--- src/rtl/pid_seq.sv ---
// pid_seq: runs one ADC -> PID -> PWM update sequence per decimated trigger,
// with per-wait-state timeout, sticky overrun/fault flags and a cycle counter.
module pid_seq #(
  parameter int DW    = 12,
  parameter int DECIM = 1,
  parameter int TMO   = 1023
) (
  input  logic          clk,
  input  logic          rst,
  input  logic          trig,
  input  logic          enable,
  input  logic          adc_done,
  input  logic [DW-1:0] adc_data,
  input  logic          pid_done,
  input  logic          pwm_ready,
  input  logic          flag_clr,
  output logic          adc_start,
  output logic          pid_start,
  output logic [DW-1:0] pid_meas,
  output logic          pwm_load,
  output logic          busy,
  output logic          overrun,
  output logic          fault,
  output logic [15:0]   cycle_cnt
);

  typedef enum logic [2:0] {
    IDLE, ADC_REQ, ADC_WAIT, PID_REQ, PID_WAIT, PWM_WAIT, PWM_LOAD
  } state_t;

  state_t        state_q, state_d;
  logic          trigMeta_q, trigSync_q, trigPrev_q;
  logic          qualEdge, launchEdge;
  logic [7:0]    decimCnt_q, decimCnt_d;
  logic [15:0]   tmoCnt_q, tmoCnt_d;
  logic          inWait, waitExit, tmoExpired;
  logic [DW-1:0] meas_q, meas_d;
  logic [15:0]   cycleCnt_q, cycleCnt_d;
  logic          overrun_q, overrun_d, overrunSet;
  logic          fault_q, fault_d, faultSet;

  // trig is asynchronous: two flops to resolve metastability, a third for edge detection
  always_ff @(posedge clk or posedge rst) begin
    if (rst) begin
      trigMeta_q <= 1'b0;
      trigSync_q <= 1'b0;
      trigPrev_q <= 1'b0;
    end else begin
      trigMeta_q <= trig;
      trigSync_q <= trigMeta_q;
      trigPrev_q <= trigSync_q;
    end
  end

  assign qualEdge = trigSync_q & ~trigPrev_q;

  // Decimation runs independently of the FSM so the launch phase never drifts
  always_comb begin
    decimCnt_d = decimCnt_q;
    launchEdge = 1'b0;
    if (qualEdge) begin
      if (decimCnt_q == 8'(DECIM - 1)) begin
        decimCnt_d = '0;
        launchEdge = 1'b1;
      end else begin
        decimCnt_d = decimCnt_q + 8'd1;
      end
    end
  end

  assign tmoExpired = (tmoCnt_q == 16'(TMO - 1));

  always_comb begin
    state_d  = state_q;
    meas_d   = meas_q;
    inWait   = 1'b0;
    waitExit = 1'b0;
    faultSet = 1'b0;
    case (state_q)
      IDLE:     if (launchEdge && enable) state_d = ADC_REQ;
      ADC_REQ:  state_d = ADC_WAIT;
      ADC_WAIT: begin
        inWait   = 1'b1;
        waitExit = adc_done;
        if (adc_done) begin
          meas_d  = adc_data;
          state_d = PID_REQ;
        end
      end
      PID_REQ:  state_d = PID_WAIT;
      PID_WAIT: begin
        inWait   = 1'b1;
        waitExit = pid_done;
        if (pid_done) state_d = PWM_WAIT;
      end
      PWM_WAIT: begin
        inWait   = 1'b1;
        waitExit = pwm_ready;
        if (pwm_ready) state_d = PWM_LOAD;
      end
      PWM_LOAD: state_d = IDLE;
      default:  state_d = IDLE;
    endcase
    // Exit condition outranks expiry, so a response on the last allowed cycle still counts
    if (inWait && !waitExit && tmoExpired) begin
      faultSet = 1'b1;
      state_d  = IDLE;
    end
  end

  assign tmoCnt_d   = (inWait && !waitExit) ? tmoCnt_q + 16'd1 : '0;
  assign overrunSet = launchEdge && (state_q != IDLE);
  assign overrun_d  = overrunSet | (overrun_q & ~flag_clr);
  assign fault_d    = faultSet | (fault_q & ~flag_clr);
  assign cycleCnt_d = (state_q == PWM_LOAD) ? cycleCnt_q + 16'd1 : cycleCnt_q;

  always_ff @(posedge clk or posedge rst) begin
    if (rst) begin
      state_q    <= IDLE;
      decimCnt_q <= '0;
      tmoCnt_q   <= '0;
      meas_q     <= '0;
      cycleCnt_q <= '0;
      overrun_q  <= 1'b0;
      fault_q    <= 1'b0;
    end else begin
      state_q    <= state_d;
      decimCnt_q <= decimCnt_d;
      tmoCnt_q   <= tmoCnt_d;
      meas_q     <= meas_d;
      cycleCnt_q <= cycleCnt_d;
      overrun_q  <= overrun_d;
      fault_q    <= fault_d;
    end
  end

  assign adc_start = (state_q == ADC_REQ);
  assign pid_start = (state_q == PID_REQ);
  assign pwm_load  = (state_q == PWM_LOAD);
  assign busy      = (state_q != IDLE);
  assign pid_meas  = meas_q;
  assign overrun   = overrun_q;
  assign fault     = fault_q;
  assign cycle_cnt = cycleCnt_q;

endmodule
--- config.mk ---
export PLATFORM = sky130hd
export DESIGN_NAME = pid_seq
export DESIGN_NICKNAME = d
export VERILOG_FILES = /design/src/rtl/pid_seq.sv
export SDC_FILE = /design/constraint.sdc
export NUM_CORES = 1
export LEC_CHECK = 0
export ABC_AREA = 1
export CAP_MARGIN = 5
export CORE_ASPECT_RATIO = 1.75
export CORE_MARGIN = 5
export CORE_UTILIZATION = 38
export DETAILED_ROUTE_END_ITERATION = 6
export PLACE_DENSITY_LB_ADDON = 0.12
export SYNTH_ARGS = -nofsm -noshare
export SYNTH_HDL_FRONTEND = slang
export SYNTH_SLANG_ARGS = --single-unit
export TNS_END_PERCENT = 30
--- constraint.sdc ---
create_clock -name clk -period 2 [get_ports clk]
set_input_delay 0.6 -clock clk [delete_from_list [all_inputs] [get_ports clk]]
set_output_delay 0.6 -clock clk [all_outputs]
set_load 0.02 [all_outputs]
# --- Word level (Yosys, flattened, before mapping) ---
# Cells that the tools add are included.
classes:
  add_sub_neg: 3
  mux: 13
  eq_ne: 11
  n_reduce_logical: 11
  bitwise_logic: 7
op_table:
  columns: ["cell", "count"]
  rows:
  - ["$add A16 B1 Y16 const B", 2]
  - ["$pmux W3 S6", 1]
  - ["$eq A16 B10 Y1 const B", 1]
  - ["$mux W16", 1]
  - ["$mux W3", 5]
  - ["$ne A3 B3 Y1 const B", 4]
  - ["$eq A3 B3 Y1 const B", 3]
  - ["$add A8 B1 Y8 const B", 1]
  - ["$logic_not A8 Y1", 1]
  - ["$mux W8", 1]
  - ["$eq A3 B2 Y1 const B", 2]
  - ["$logic_and A1 B1 Y1", 4]
  - ["$mux W1", 4]
  - ["$reduce_and A4 Y1", 1]
  - ["$and A1 B1 Y1", 3]
  - ["$eq A3 B1 Y1 const B", 1]
  - ["$logic_not A3 Y1", 1]
  - ["$pmux W1 S3", 1]
  - ["$reduce_bool A3 Y1", 1]
  - ["$reduce_or A3 Y1", 1]
  - ["$not A1 Y1", 2]
  - ["$or A1 B1 Y1", 2]
  - ["$reduce_and A2 Y1", 1]
  - ["$logic_not A1 Y1", 1]
totals:
  wordCells: 55
  out_inout_bits: 34
  inputBits: 20
  reg_bits: 60

# --- Longest topological paths before layout ---
# Gate-level depths: netlist of the first run.
logic_depth:
  ltp_word: 7
  depth_mapped: 9
  mapped_depth_nobuf: 9

# --- Worst setup path before layout of the first run ---
# No wires, ideal clock.
synth_path:
  path_type: "register to output"
  start: "reg state_q[2]"
  end: "out pid_start"
  stages_incl_launch_ff: 3
  t_required_ns: 1.400
  setup_slack_ns: 0.345
  path_buffers: 1
  t_arrival_ns: 1.055
  path_cell_list: "dfrtp_1 > buf_4 > nor3_1"
synth_via:
  elab_chain_cells: 1
synth_lines:
  columns: ["element", "line", "source"]
  rows:
  - ["from (decl)", "31", "state_t state_q, state_d;"]
  - ["from (signal assigned)", "127", "state_q <= state_d;"]
  - ["$eq A3 B2 Y1", "138", "assign pid_start = (state_q == PID_REQ);"]
  - ["to (decl)", "18", "output logic pid_start,"]
# Every way passes these cells.

# --- Final worst setup path of the first run ---
layout_path:
  start: "reg cycleCnt_q[2] (netlist: cycle_cnt[2])"
  end: "out cycle_cnt[2]"
layout_rtl:
  columns: ["element", "line", "source"]
  rows:
  - ["from (decl)", "38", "logic [15:0] cycleCnt_q, cycleCnt_d;"]
  - ["from (signal assigned)", "131", "cycleCnt_q <= cycleCnt_d;"]
  - ["to (decl)", "24", "output logic [15:0] cycle_cnt"]
# No word-level cell between the ends.

==> results.sh, run 1 <==
export IMPL_relSlewSlack_pct=71.4
export IMPL_slowest_delay_ns=0.63
export IMPL_worst_slew_pin_slew_ns=0.426
export IMPL_cts_made_buffers=9
export IMPL_setup_viol=0
export IMPL_place_ws_ns=0.0348
export IMPL_final_max_slew_viol_count=0
export IMPL_final_cell_mix="nand2_1 (98), dfrtp_1 (59), inv_1 (48), clkdlybuf4s50_1 (39), nand3_1 (35)"
export IMPL_synth_edf_count=0
export IMPL_reg2reg_depth=7
export IMPL_skew_ns=0.00565
export IMPL_track_usage_pct=14.7
export IMPL_worstSetupEndpointType="output pin"
export IMPL_yosysUniqueCellTypes=33
export IMPL_cp_cell_sequence="clkdlybuf4s50_1"
export IMPL_grt_pass1_vias=2522
export IMPL_crit_cells=1
export IMPL_io_pins=54
export IMPL_fmax_mhz=513
export IMPL_cp_start_kind="flip-flop"
export IMPL_crit_path_end="cycle_cnt[2]"
export IMPL_power_density_nw_per_um2=1060
export IMPL_maxCapViolations=0
export IMPL_crit_required_ns=1.40
export IMPL_die_area_sq_um=9850
export IMPL_rrSetupSlack_ns=0.43
export IMPL_io_buffers=53
export IMPL_netlist_area_sq_um=3000
export IMPL_finalNonFillerCells=529
export IMPL_dp_hpwl_microns=5000
export IMPL_r2r_end="pid_meas[5]$_DFFE_PP0P_"
export IMPL_std_cell_rows=43
export IMPL_clkSinkCount=60
export IMPL_wl_met2_microns=3790
export IMPL_path_buf_inv=1
export IMPL_die_h_microns=128
export IMPL_m1WireLength_microns=2540
export IMPL_ant_nets=0
export IMPL_syn_nets=392
export IMPL_grt_antenna_before_repair=0
export IMPL_worstPathArrival_ns=1.35
export IMPL_drc=0
export IMPL_fin_ws_ns=0.0498
export IMPL_clock_latency_ns=0.33
export IMPL_critPathKind="flip-flop to output pin"
export IMPL_grt_overflow=0
export IMPL_dr_pass1_iters=4
export IMPL_top_layer="met4"
export IMPL_finalCritPeriodShare_pct=97.5
export IMPL_async_reset_ff_share_pct=100
export IMPL_met3_length_microns=216
export IMPL_hold_ws_ns=0.361
export IMPL_seq_area_frac_synth_pct=50.0
export IMPL_postSynthAreaPerCell_sq_um=8.19
export IMPL_hold_path_class="flip-flop to flip-flop"
export IMPL_grt_max_degree=55
export IMPL_grt_pass1_wl_microns=11300
export IMPL_rsz0062_at_grt="true"
export IMPL_area_growth_pct=32.7
export IMPL_start_util_pct=38.5
export IMPL_vias_per_cell=4.72
export IMPL_crit_family="buffers and inverters"
export IMPL_fin_crit_ns=1.95
export IMPL_cts_tree="yes"
export IMPL_yosys_warnings=0
export IMPL_first_iter_violations=107
export IMPL_crit_start="cycle_cnt[2]$_DFFE_PP0P_"
export IMPL_hold_viol=0
export IMPL_vias=2495
export IMPL_n_antenna_cell=0
export IMPL_fp_dieW_microns=77.2
export IMPL_cts_root_buf="clkbuf_16"
export IMPL_netlist_instances=367
export IMPL_ir_drop_uv=741
export IMPL_p_leak_nw=2.06
export IMPL_yosys_register_bits=60
export IMPL_wl_per_cell_microns=12.6
export IMPL_cp_max_fo=4
export IMPL_status="complete, no violations"
export IMPL_dp_cells=514
export IMPL_r2r_start="state_q[0]$_DFFE_PP0P_"
export IMPL_layout_commonest_cell="nand2_1"
export IMPL_coreArea_sq_um=7800
export IMPL_synth_ff_type="dfrtp_1"
export IMPL_slowest_stage="clkdlybuf4s50_1"
export IMPL_cts_buffer_depth=2
export IMPL_wirelength_microns=6680
export IMPL_layout_drive_gt1_share_pct=11.4
export IMPL_layout_nets=460
export IMPL_globalplace_congestion=0.813
export IMPL_h_tree_depth=3
export IMPL_cts_clk_slew_worst_paths_ns=0.05
-- metal layers --
metal	global-route usage, %	vias to the layer above
li1	-	1285
met1	15.4	1170
met2	26.5	31
met3	4.16	9
met4	6.98	0
met5	0	-
-- state kept, by name, summed over array words and instances (netlist names) --
signal,cells
cycle_cnt,16
tmoCnt_q,16
pid_meas,12
decimCnt_q,8
state_q,3
fault,1
overrun,1
trigMeta_q,1
trigPrev_q,1
trigSync_q,1
-- per-stage QoR --
| stage | setup TNS, ns | cell area, sq um | utilization [%] | total power, mW |
|---|---|---|---|---|
| finish | 0 | 3990 | 51.1 | 4.24 |
| global route | -0.00155 | 3990 | 51.1 | 4.50 |
| CTS | -0.0160 | 3960 | 50.8 | 4.31 |
| detailed placement | 0 | 3700 | 47.4 | 2.90 |
| global placement | 0 | 3700 | 47.4 | 2.89 |
| floorplan | 0 | 3010 | - | 2.29 |
-- synthesized netlist by cell type (2+ instances only) --
master | n | share of area, %
a21oi_1 | 8 | 1.3
buf_2 | 3 | 0.50
buf_4 | 2 | 0.50
buf_6 | 2 | 0.75
dfrtp_1 | 60 | 50
ha_1 | 5 | 2.1
inv_1 | 49 | 6.1
inv_2 | 3 | 0.37
nand2_1 | 98 | 12
nand3_1 | 35 | 5.8
nand3b_1 | 2 | 0.50
nand4_1 | 11 | 2.3
nor2_1 | 32 | 4.0
nor2_2 | 7 | 1.5
nor2_4 | 2 | 0.75
nor3_1 | 7 | 1.2
o21ai_0 | 9 | 1.5
o21ai_1 | 3 | 0.50
or2_2 | 3 | 0.62
xnor2_1 | 6 | 1.7
xor2_1 | 8 | 2.3
-- power by group --
group / switching [mW] / internal [mW] / leakage, nW
Sequential: 0.142 / 1.41 / 0.803
Clock: 0.507 / 0.893 / 0.135
Combinational: 0.714 / 0.579 / 1.12
-- final cells by class --
class | instances | area, sq um
inverter | 52 | 199
multi-input combinational | 247 | 1250
sequential | 60 | 1500
clock buffer | 13 | 260
fill | 736 | 3820
tap | 90 | 113
clock inverter | 2 | 10.0
timing repair buffer | 65 | 647
-- timing repair --
action,4_1_cts,5_1_grt
hold buffers,0,0
hold endpoints to repair,0,0
buffers inserted,0,0
setup endpoints to repair,7,9
pin swaps,0,0
resized for setup,12,9
-- worst register-to-register path: stages (launching register included) --
cell and delay, ns:
dfrtp_1 0.41, buf_4 0.16, nor2_2 0.12, nand2_1 0.09
inv_2 0.19, nand2_1 0.30, nand2_1 0.13, nand2_1 0.06
-- cells by family after synthesis --
logic type | after synthesis | share of synthesized area (%)
DFF | 60 | 50.0
muxes | 1 | 0.375
xor gates and xnor gates | 14 | 4.08
buffers and inverters | 60 | 8.37
adders and majority gates | 5 | 2.08
and+or+nand+nor | 204 | 31.0
AOI/OAI and AO/OA | 23 | 4.08
-- worst min path at each step --
stage                                    start                   end  slack, ns  cells after the start
after global routing      trigMeta_q$_DFF_PP0_  trigSync_q$_DFF_PP0_       0.38                      0
after global placement    trigMeta_q$_DFF_PP0_  trigSync_q$_DFF_PP0_       0.36                      0
after CTS                 trigMeta_q$_DFF_PP0_  trigSync_q$_DFF_PP0_       0.37                      0
after floorplan           trigMeta_q$_DFF_PP0_  trigSync_q$_DFF_PP0_       0.33                      0
after detailed placement  trigMeta_q$_DFF_PP0_  trigSync_q$_DFF_PP0_       0.35                      0
final                     trigMeta_q$_DFF_PP0_  trigSync_q$_DFF_PP0_       0.36                      0
(Power assumes the default switching activity.)
==> inputs of run 2 (changes only) <==
--- a/config.mk
+++ b/config.mk
@@ -6,11 +6,13 @@
 export NUM_CORES = 1
 export LEC_CHECK = 0
 export ABC_AREA = 1
+export ABC_CLOCK_PERIOD_IN_PS = 2000
 export CAP_MARGIN = 5
 export CORE_ASPECT_RATIO = 1.75
 export CORE_MARGIN = 5
 export CORE_UTILIZATION = 38
 export DETAILED_ROUTE_END_ITERATION = 6
+export HOLD_SLACK_MARGIN = 0.12
 export PLACE_DENSITY_LB_ADDON = 0.12
 export SYNTH_ARGS = -nofsm -noshare
 export SYNTH_HDL_FRONTEND = slang
==> results of run 2 <==
Final layout, timing and power as in run 1 (identical DEF).
